**src/rtl/smg_pkg.sv**
```systemverilog
// smg_pkg: shared state encoding, digit count and glyph constants for the seven-segment scanner
package smg_pkg;

    typedef enum logic [1:0] {
        S_BLANK,
        S_ON,
        S_OFF
    } state_t;

    localparam int N_DIG = 6;

    localparam logic [7:0] GLYPH_BLANK = 8'hFF;

    // Active-low {dp,g,f,e,d,c,b,a} with dp off; index = hex value.
    localparam logic [7:0] GLYPH [16] = '{
        8'hC0, 8'hF9, 8'hA4, 8'hB0, 8'h99, 8'h92, 8'h82, 8'hF8,
        8'h80, 8'h90, 8'h88, 8'h83, 8'hC6, 8'hA1, 8'h86, 8'h8E
    };

endpackage

```
**src/rtl/smg_scan_controller_encode.sv**
```systemverilog
// smg_encode_module: hex digit + dp + blank flag to active-low segment pattern
module smg_encode_module (
    input  logic [3:0] hex,
    input  logic       dp,
    input  logic       blank,
    output logic [7:0] seg
);
    import smg_pkg::*;

    // A blanked digit keeps its decimal point so "  .0"-style readouts still work.
    assign seg = (blank ? GLYPH_BLANK : GLYPH[hex]) & {~dp, 7'h7F};

endmodule

```
**src/rtl/smg_scan_controller.sv**
```systemverilog
// smg_scan_controller: double-buffered 6-digit multiplexed scan with dead-time and brightness window
module smg_scan_controller #(
    parameter int T_DWELL = 54,
    parameter int T_BLANK = 4
) (
    input  logic        CLK,
    input  logic        RST,
    input  logic        Load_Req,
    input  logic [23:0] Digit_In,
    input  logic [5:0]  Dp_In,
    input  logic        Lzb_En,
    input  logic [2:0]  Brightness,
    output logic        Load_Ack,
    output logic        Frame_Done,
    output logic [5:0]  Column_Scan_Sig,
    output logic [7:0]  Row_Scan_Sig
);
    import smg_pkg::*;

    state_t      state, state_nxt;
    logic [7:0]  cnt;
    logic [2:0]  idx;
    logic [23:0] dig_buf;
    logic [5:0]  dp_buf;
    logic [5:0]  blank_buf;
    logic [5:0]  blank_mask;
    logic [2:0]  bri;
    logic [7:0]  l_end;
    logic [7:0]  seg;
    logic        lead;
    logic        slot_end;
    logic        boundary;

    assign slot_end   = cnt == 8'(T_DWELL - 1);
    assign boundary   = slot_end && idx == 3'(N_DIG - 1);
    assign Frame_Done = boundary;

    // bri only changes at a frame boundary, so the window end is stable for a whole frame.
    assign l_end = 8'(T_BLANK + (((int'(bri) + 1) * (T_DWELL - T_BLANK)) >> 3));

    // Leading zeros from digit 5 downward are blanked; digit 0 always shows.
    always_comb begin
        lead       = Lzb_En;
        blank_mask = '0;
        for (int k = N_DIG - 1; k > 0; k--) begin
            lead          = lead && (Digit_In[4*k +: 4] == 4'd0);
            blank_mask[k] = lead;
        end
    end

    smg_encode_module u_encode (
        .hex   (dig_buf[{idx, 2'b00} +: 4]),
        .dp    (dp_buf[idx]),
        .blank (blank_buf[idx]),
        .seg   (seg)
    );

    // Slot timing, digit advance, and frame-boundary buffer swap with its acknowledge.
    always_ff @(posedge CLK) begin
        if (RST) begin
            cnt       <= '0;
            idx       <= '0;
            dig_buf   <= '0;
            dp_buf    <= '0;
            blank_buf <= 6'b111110;
            bri       <= 3'd7;
            Load_Ack  <= 1'b0;
        end else begin
            cnt      <= slot_end ? 8'd0 : cnt + 8'd1;
            Load_Ack <= boundary && Load_Req;
            if (slot_end)
                idx <= (idx == 3'(N_DIG - 1)) ? 3'd0 : idx + 3'd1;
            if (boundary) begin
                bri <= Brightness;
                if (Load_Req) begin
                    dig_buf   <= Digit_In;
                    dp_buf    <= Dp_In;
                    blank_buf <= blank_mask;
                end
            end
        end
    end

    // Slot phase register.
    always_ff @(posedge CLK) begin
        if (RST)
            state <= S_BLANK;
        else
            state <= state_nxt;
    end

    // Phase sequencing: dead-time, brightness-scaled on-window, then off until the slot ends.
    always_comb begin
        state_nxt = state;
        unique case (state)
            S_BLANK: if (cnt == 8'(T_BLANK - 1)) state_nxt = S_ON;
            S_ON:    if (cnt == l_end - 8'd1) state_nxt = (l_end == 8'(T_DWELL)) ? S_BLANK : S_OFF;
            S_OFF:   if (slot_end) state_nxt = S_BLANK;
            default: state_nxt = S_BLANK;
        endcase
    end

    // Pins are registered so the selected column and glyph only move outside the on-window.
    always_ff @(posedge CLK) begin
        if (RST) begin
            Column_Scan_Sig <= '1;
            Row_Scan_Sig    <= '1;
        end else begin
            Column_Scan_Sig <= (state == S_ON) ? ~(6'd1 << idx) : 6'h3F;
            Row_Scan_Sig    <= (state == S_ON) ? seg : 8'hFF;
        end
    end

endmodule

```
**config.mk**
```make
export PLATFORM = sky130hd
export DESIGN_NAME = smg_scan_controller
export DESIGN_NICKNAME = d
export VERILOG_FILES = /design/src/rtl/smg_pkg.sv /design/src/rtl/smg_scan_controller_encode.sv /design/src/rtl/smg_scan_controller.sv
export SDC_FILE = /design/constraint.sdc
export NUM_CORES = 1
export LEC_CHECK = 0
export CORE_ASPECT_RATIO = 1.1
export CORE_MARGIN = 2
export CORE_UTILIZATION = 50
export DETAILED_ROUTE_END_ITERATION = 16
export DONT_BUFFER_PORTS = 1
export GPL_ROUTABILITY_DRIVEN = 1
export PLACE_DENSITY = 0.68
export SLEW_MARGIN = 20
export SYNTH_ARGS = -nofsm -noshare
export SYNTH_HDL_FRONTEND = slang
export SYNTH_SLANG_ARGS = --single-unit
```
**constraint.sdc**
```tcl
create_clock -name CLK -period 3.3 [get_ports CLK]
set_clock_uncertainty 0.05 [all_clocks]
set_input_delay 0.495 -clock CLK [delete_from_list [all_inputs] [get_ports CLK]]
set_output_delay 0.495 -clock CLK [all_outputs]
set_load 0.01 [all_outputs]
```
==> impl_metrics.yaml, run 1 <==
yosys:
  syn-num-nets: 453
  synth-edff-count: 0
  synth.avg_cell_area_um2: 8.86
  netlist_area_mm2: 0.00347
  ys_seq_area_share_pct: 38.0
  synthDistinctLibCells: 53
  async_flop_share_pct: 0
  synth-seq-cells: 66
  yosys_warnings: 0
  syn_inst: 392
  synth_ff_type: "dfxtp_1"
die:
  die_x_um: 83.5
  core_mm2: 0.00667
  io_pins: 53
  row_count: 31
  die_h_um: 91.4
  initial_core_util_pct: 52.1
  die-area_mm2: 0.00763
worst_setup_path:
  crit_type: "register to register"
  cp_data_required_time_ps: 3460
  crit_fanout: 5
  cp-end-kind: "register"
  cp.arrival_ps: 3320
  crit_path_start_kind: "register"
final_layout:
  final_util_pct: 58.3
  ff_latch_area_mm2: 0.00133
  multi_input_area_mm2: 0.00209
  mostFrequentLayoutCell: "nand2_1"
  antennaDiodeCount: 0
  syn_to_final_growth_pct: 11.8
  fin_nets: 455
  final_cell_mix: "nand2_1, dfxtp_1, a21oi_1, ha_1, nor2_1"
  fill_cells: 607
  drive_gt1_share_pct: 16.0
placement:
  gp_congestion: 0.844
  io_buffers: 0
  dp_hpwl_um: 5230
global_route:
  grt_pass1_vias: 2662
  antenna_found_initial: 0
  grt_pass1_wl_um: 12300
  grt_max_degree: 41
  globalRouteOverflowTotal: 0
  grt_use_total_pct: 19.9
sta:
  setup_viol: 0
  post-route-period-util_pct: 95.9
  setup_tns_ps: 0
  fmax_mhz: 316
  finalMaxSlewViolations: 0
  relSlewSlack_pct: 50.7
  hold_viol: 0
  worst_pin_slew_ps: 732
  period_minus_slack_ps: 3170
detailed_routing:
  drc: 0
  wl_um: 7340
  ant_nets: 0
  drtPass1Iterations: 5
  drt_iter0_drc: 129
  vias_per_cell: 5.65
  avgRoutedWirePerCell_um: 15.3
  vias: 2719
clocking:
  cts_made_buffers: 9
  cts.sinks: 66
  ctsHtreeMaxLevel: 3
  clk_pin_slew_worst_paths_ps: 70
  cts_tree: "done"
  clkLatencyLatePin_ps: 340
  root_buffer: "clkbuf_8"
  cts.path.max_buffers: 2
power:
  power.density_mw_per_mm2: 406
  max-vdd-ir-drop_uv: 304
  p_leak_nw: 1.45
worst_hold_path:
  hp-class: "primary input to register"
job:
  max-cap-violations: 0
run_status:
  status: "completed"
[cell families after synthesis]
logic type | count (synthesis) | synth area share [%]
xor gates and xnor gates | 25 | 7.13
adders and majority gates | 24 | 8.86
DFF | 66 | 38.0
other | 1 | 0.108
muxes | 17 | 6.77
and+or+nand+nor | 155 | 21.3
buffers and inverters | 35 | 4.61
AOI/OAI and AO/OA | 69 | 13.2
[worst max-delay path, stage by stage, from the launching register on]
cell and delay [ps]:
dfxtp_4 360, ha_1 230, xnor2_2 180, inv_2 80, ha_4 230, fa_1 560
inv_1 80, ha_4 220, nor2b_2 140, and4_1 250, and4b_1 240, a211oi_2 60
xnor2_1 230, a41oi_1 130
[cells in the mapped netlist, types with 2 or more instances]
cell type  instances  area [um^2]
nand2_1           88          330
dfxtp_1           66         1320
a21oi_1           40          200
ha_1              23          288
nor2_1            17         63.8
xnor2_1           14          123
buf_2             11         55.1
inv_1             11         41.3
nand3_1           11         55.1
clkbuf_1          10         37.5
mux2i_1           10          100
xor2_1             8         70.1
o211ai_1           6         45.0
mux4_2             5          113
nor2b_1            5         31.3
nor4_1             4         25.0
o21ai_0            4         20.0
o221ai_1           4         35.0
and3_1             3         18.8
nand2b_1           3         18.8
nor3_1             3         15.0
nor3b_1            3         22.5
a211o_1            2         17.5
a211oi_1           2         15.0
a31oi_1            2         12.5
and2_1             2         12.5
and4_1             2         17.5
buf_6              2         22.5
mux2_2             2         22.5
nand4_1            2         12.5
nor4b_1            2         17.5
o311ai_0           2         17.5
or2_2              2         12.5
or4_1              2         15.0
[registers in the layout, indices dropped and copies added (netlist names)]
| register | cells |
|---|---|
| Column_Scan_Sig | 6 |
| blank_buf | 5 |
| dig_buf | 24 |
| bri | 3 |
| cnt | 8 |
| Row_Scan_Sig | 8 |
| idx | 3 |
| state | 2 |
| dp_buf | 6 |
| Load_Ack | 1 |
[what timing repair did]
action	in CTS	in global routing
buffers inserted	0	5
hold buffers	0	0
hold endpoints to repair	0	0
gates resized for setup	2	17
endpoints found under the setup margin	2	2
pin swaps	1	10
[power by group]
group          total [mW]  internal [mW]  leakage, nW  switching [mW]
clock network       0.740          0.424        0.109           0.316
logic              0.0301         0.0138        0.809          0.0163
registers           0.809          0.802        0.533         0.00748
[through the flow]
step                      power [mW]  cells  hold WS (ps)  cell area (um^2)  setup WS, ps
after floorplan                0.856    392           383              3480          4.89
after global routing            1.64    481           151              3890         -32.9
after global placement         0.856    460           384              3540          77.8
final                           1.58    481           170              3890           134
after CTS                       1.59    476           156              3760          45.6
after detailed placement       0.857    460           390              3540         -58.1
[layer usage]
layer  up-vias  wire length [um]  global-route usage [%]
met2        54              3630                    34.0
li1       1359                 -                       -
met4         0               138                    6.59
met1      1294              3270                    24.3
met3        12               301                    5.36
met5         -                 0                       0
[cell type report]
type                    instances  share of cell area, %
repair buffers                 14                   2.70
clock inverters                 7                   2.35
well taps                      82                   2.64
clock buffers                   9                   3.19
multi-input cells             291                   53.8
inverters                      12                   1.16
flip-flops and latches         66                   34.1
[worst paths after layout]
| check | startpoint | endpoint | slack, ps | cells past startpoint |
|---|---|---|---|---|
| max | bri[0] | state[0] | 130 | 13 |
| min | RST | idx[1] | 170 | 1 |
| max reg2reg | bri[0] | state[0] | 130 | 13 |
| min reg2reg | dig_buf[23] | dig_buf[23] | 400 | 2 |
No activity file was read; power rests on OpenSTA's default activity.
==> inputs of run 2 (changes only) <==
- CTS_BUF_LIST: unset -> sky130_fd_sc_hd__clkbuf_16
==> run 2 against run 1 <==
Against the previous run:
- sequential power barely moved
- critical endpoint unchanged
- global-route usage rose by 0.29 points
- highest routed layer unchanged
- sequential cell count is the same
- clock-buffer cell count did not move
- wire length is 1.3% lower
- hold slack better by 17 ps
- design area is 2.1% higher
- critical path depth did not move
- register-to-register slack worse by 30 ps
- non-clock buffer count down 3
- maximum frequency decreased by 1.0%
- largest cell class unchanged
- first-iteration DRC count is 9.3% higher
- largest power group is now the clock network
==> impl_metrics.yaml, run 2 (synthesis gave the netlist of run 1 again) <==
run_status:
  status: "completed"
clocking:
  clkLatencyLatePin_ps: 320
  clk_pin_slew_worst_paths_ps: 50
  cts.path.max_buffers: 2
  ctsHtreeMaxLevel: 3
  cts_made_buffers: 9
  root_buffer: "clkbuf_16"
  cts.sinks: 66
  cts_tree: "done"
worst_setup_path:
  cpPeakStageDelay_ps: 570
  cp_common_cell: "ha_4"
  crit_slowest_cell: "fa_2"
  critPathBufInv: 2
  cp.arrival_ps: 3330
  crit_type: "register to register"
  cp_cell_sequence: "ha_1, xnor2_2, inv_2, ha_4, fa_2, inv_1, ha_4, nor2b_2, nand2_1, nor4b_4, a211oi_2, xnor2_1, a41oi_1"
  cp_data_required_time_ps: 3430
  crit_fanout: 5
  crit_family: "adder cells"
  cp-end-kind: "register"
  crit_path_start_kind: "register"
final_layout:
  syn_to_final_growth_pct: 14.2
  fin_nets: 452
  regMostFlops: "dig_buf"
  final_cells: 478
  largest_register_ffs: 24
  fill_cells: 596
  final_util_pct: 59.5
  drive_gt1_share_pct: 15.4
  antennaDiodeCount: 0
  reg_top3: "dig_buf: 24 flops, Row_Scan_Sig: 8 flops, cnt: 8 flops"
  final_cell_mix: "nand2_1, dfxtp_1, a21oi_1, ha_1, nor2_1"
  ff_latch_area_mm2: 0.00133
  multi_input_area_mm2: 0.00209
  mostFrequentLayoutCell: "nand2_1"
die:
  initial_core_util_pct: 52.1
  die-area_mm2: 0.00763
  core_mm2: 0.00667
  die_x_um: 83.5
  io_pins: 53
  row_count: 31
  die_h_um: 91.4
detailed_routing:
  drc: 0
  ant_nets: 0
  wl_um: 7250
  vias_per_cell: 5.63
  drt_iter0_drc: 141
  vias: 2689
  drtPass1Iterations: 4
  avgRoutedWirePerCell_um: 15.2
worst_hold_path:
  hp-class: "primary input to register"
power:
  power.density_mw_per_mm2: 465
  max-vdd-ir-drop_uv: 316
  total_power_mw: 1.84
  p_leak_nw: 1.48
sta:
  relSlewSlack_pct: 46.7
  setup_viol: 0
  fmax_mhz: 313
  worst_pin_slew_ps: 797
  finalMaxSlewViolations: 0
  hold_viol: 0
  holdWs_ps: 187
  period_minus_slack_ps: 3200
  post-route-period-util_pct: 96.9
global_route:
  globalRouteOverflowTotal: 0
  grt_pass1_wl_um: 12400
  grt_max_degree: 41
  antenna_found_initial: 0
  grt_pass1_vias: 2694
  grt_use_total_pct: 20.2
placement:
  io_buffers: 0
  gp_congestion: 0.844
  dp_cells: 460
  dp_hpwl_um: 5230
job:
  max-cap-violations: 0
==> run 2: repair_timing <==
item,in CTS,in global routing
hold buffers,0,0
gates resized for setup,4,16
buffers inserted,0,2
pin swaps,3,6
cloned,0,0
setup endpoints to repair,2,2
==> run 2: routing by layer <==
metal	routed length [um]	track usage, %	vias to the layer above
li1	-	-	1356
met4	102	8.60	0
met2	3500	33.5	54
met1	3340	24.8	1271
met3	314	5.27	8
met5	0	0	-
==> run 2: worst reg2reg max path: stages, from the launching register on <==
cell	delay, ps
dfxtp_4	360
ha_1	230
xnor2_2	200
inv_2	80
ha_4	230
fa_2	570
inv_1	70
ha_4	220
nor2b_2	130
nand2_1	130
nor4b_4	320
a211oi_2	60
xnor2_1	260
a41oi_1	160
==> run 2: worst paths after layout <==
check	startpoint	endpoint	slack (ps)	depth (start not counted)
worst min-delay path	RST	idx[1]	190	1
worst max register to register	bri[0]	state[0]	100	13
worst min register to register	dig_buf[23]	dig_buf[23]	390	2
worst max-delay path	bri[0]	state[0]	100	13
==> run 2: cell type report <==
| cell class | count | share of cell area, % |
|---|---|---|
| Clock inverter | 7 | 2.30 |
| Clock buffer | 9 | 5.68 |
| Tap cell | 82 | 2.59 |
| Timing Repair Buffer | 11 | 2.08 |
| Inverter | 12 | 1.14 |
| Sequential cell | 66 | 33.4 |
| Multi-Input combinational cell | 291 | 52.8 |
==> run 2: stage by stage <==
stage,cell area [um^2],TNS (ps),setup slack (ps)
5_1_grt,3970,-1.04,-1.04
4_1_cts,3870,0,26.4
3_5_place_dp,3540,-87.5,-58.1
6_report,3970,0,101
2_1_floorplan,3480,0,4.89
3_3_place_gp,3540,0,77.8
==> run 2: report_power, final <==
group | leakage, nW | total, mW | internal (mW) | switching, mW
logic | 0.794 | 0.0303 | 0.0138 | 0.0165
registers | 0.533 | 0.811 | 0.803 | 0.00751
clock network | 0.156 | 1.00 | 0.659 | 0.345
total | 1.48 | 1.84 | 1.48 | 0.369
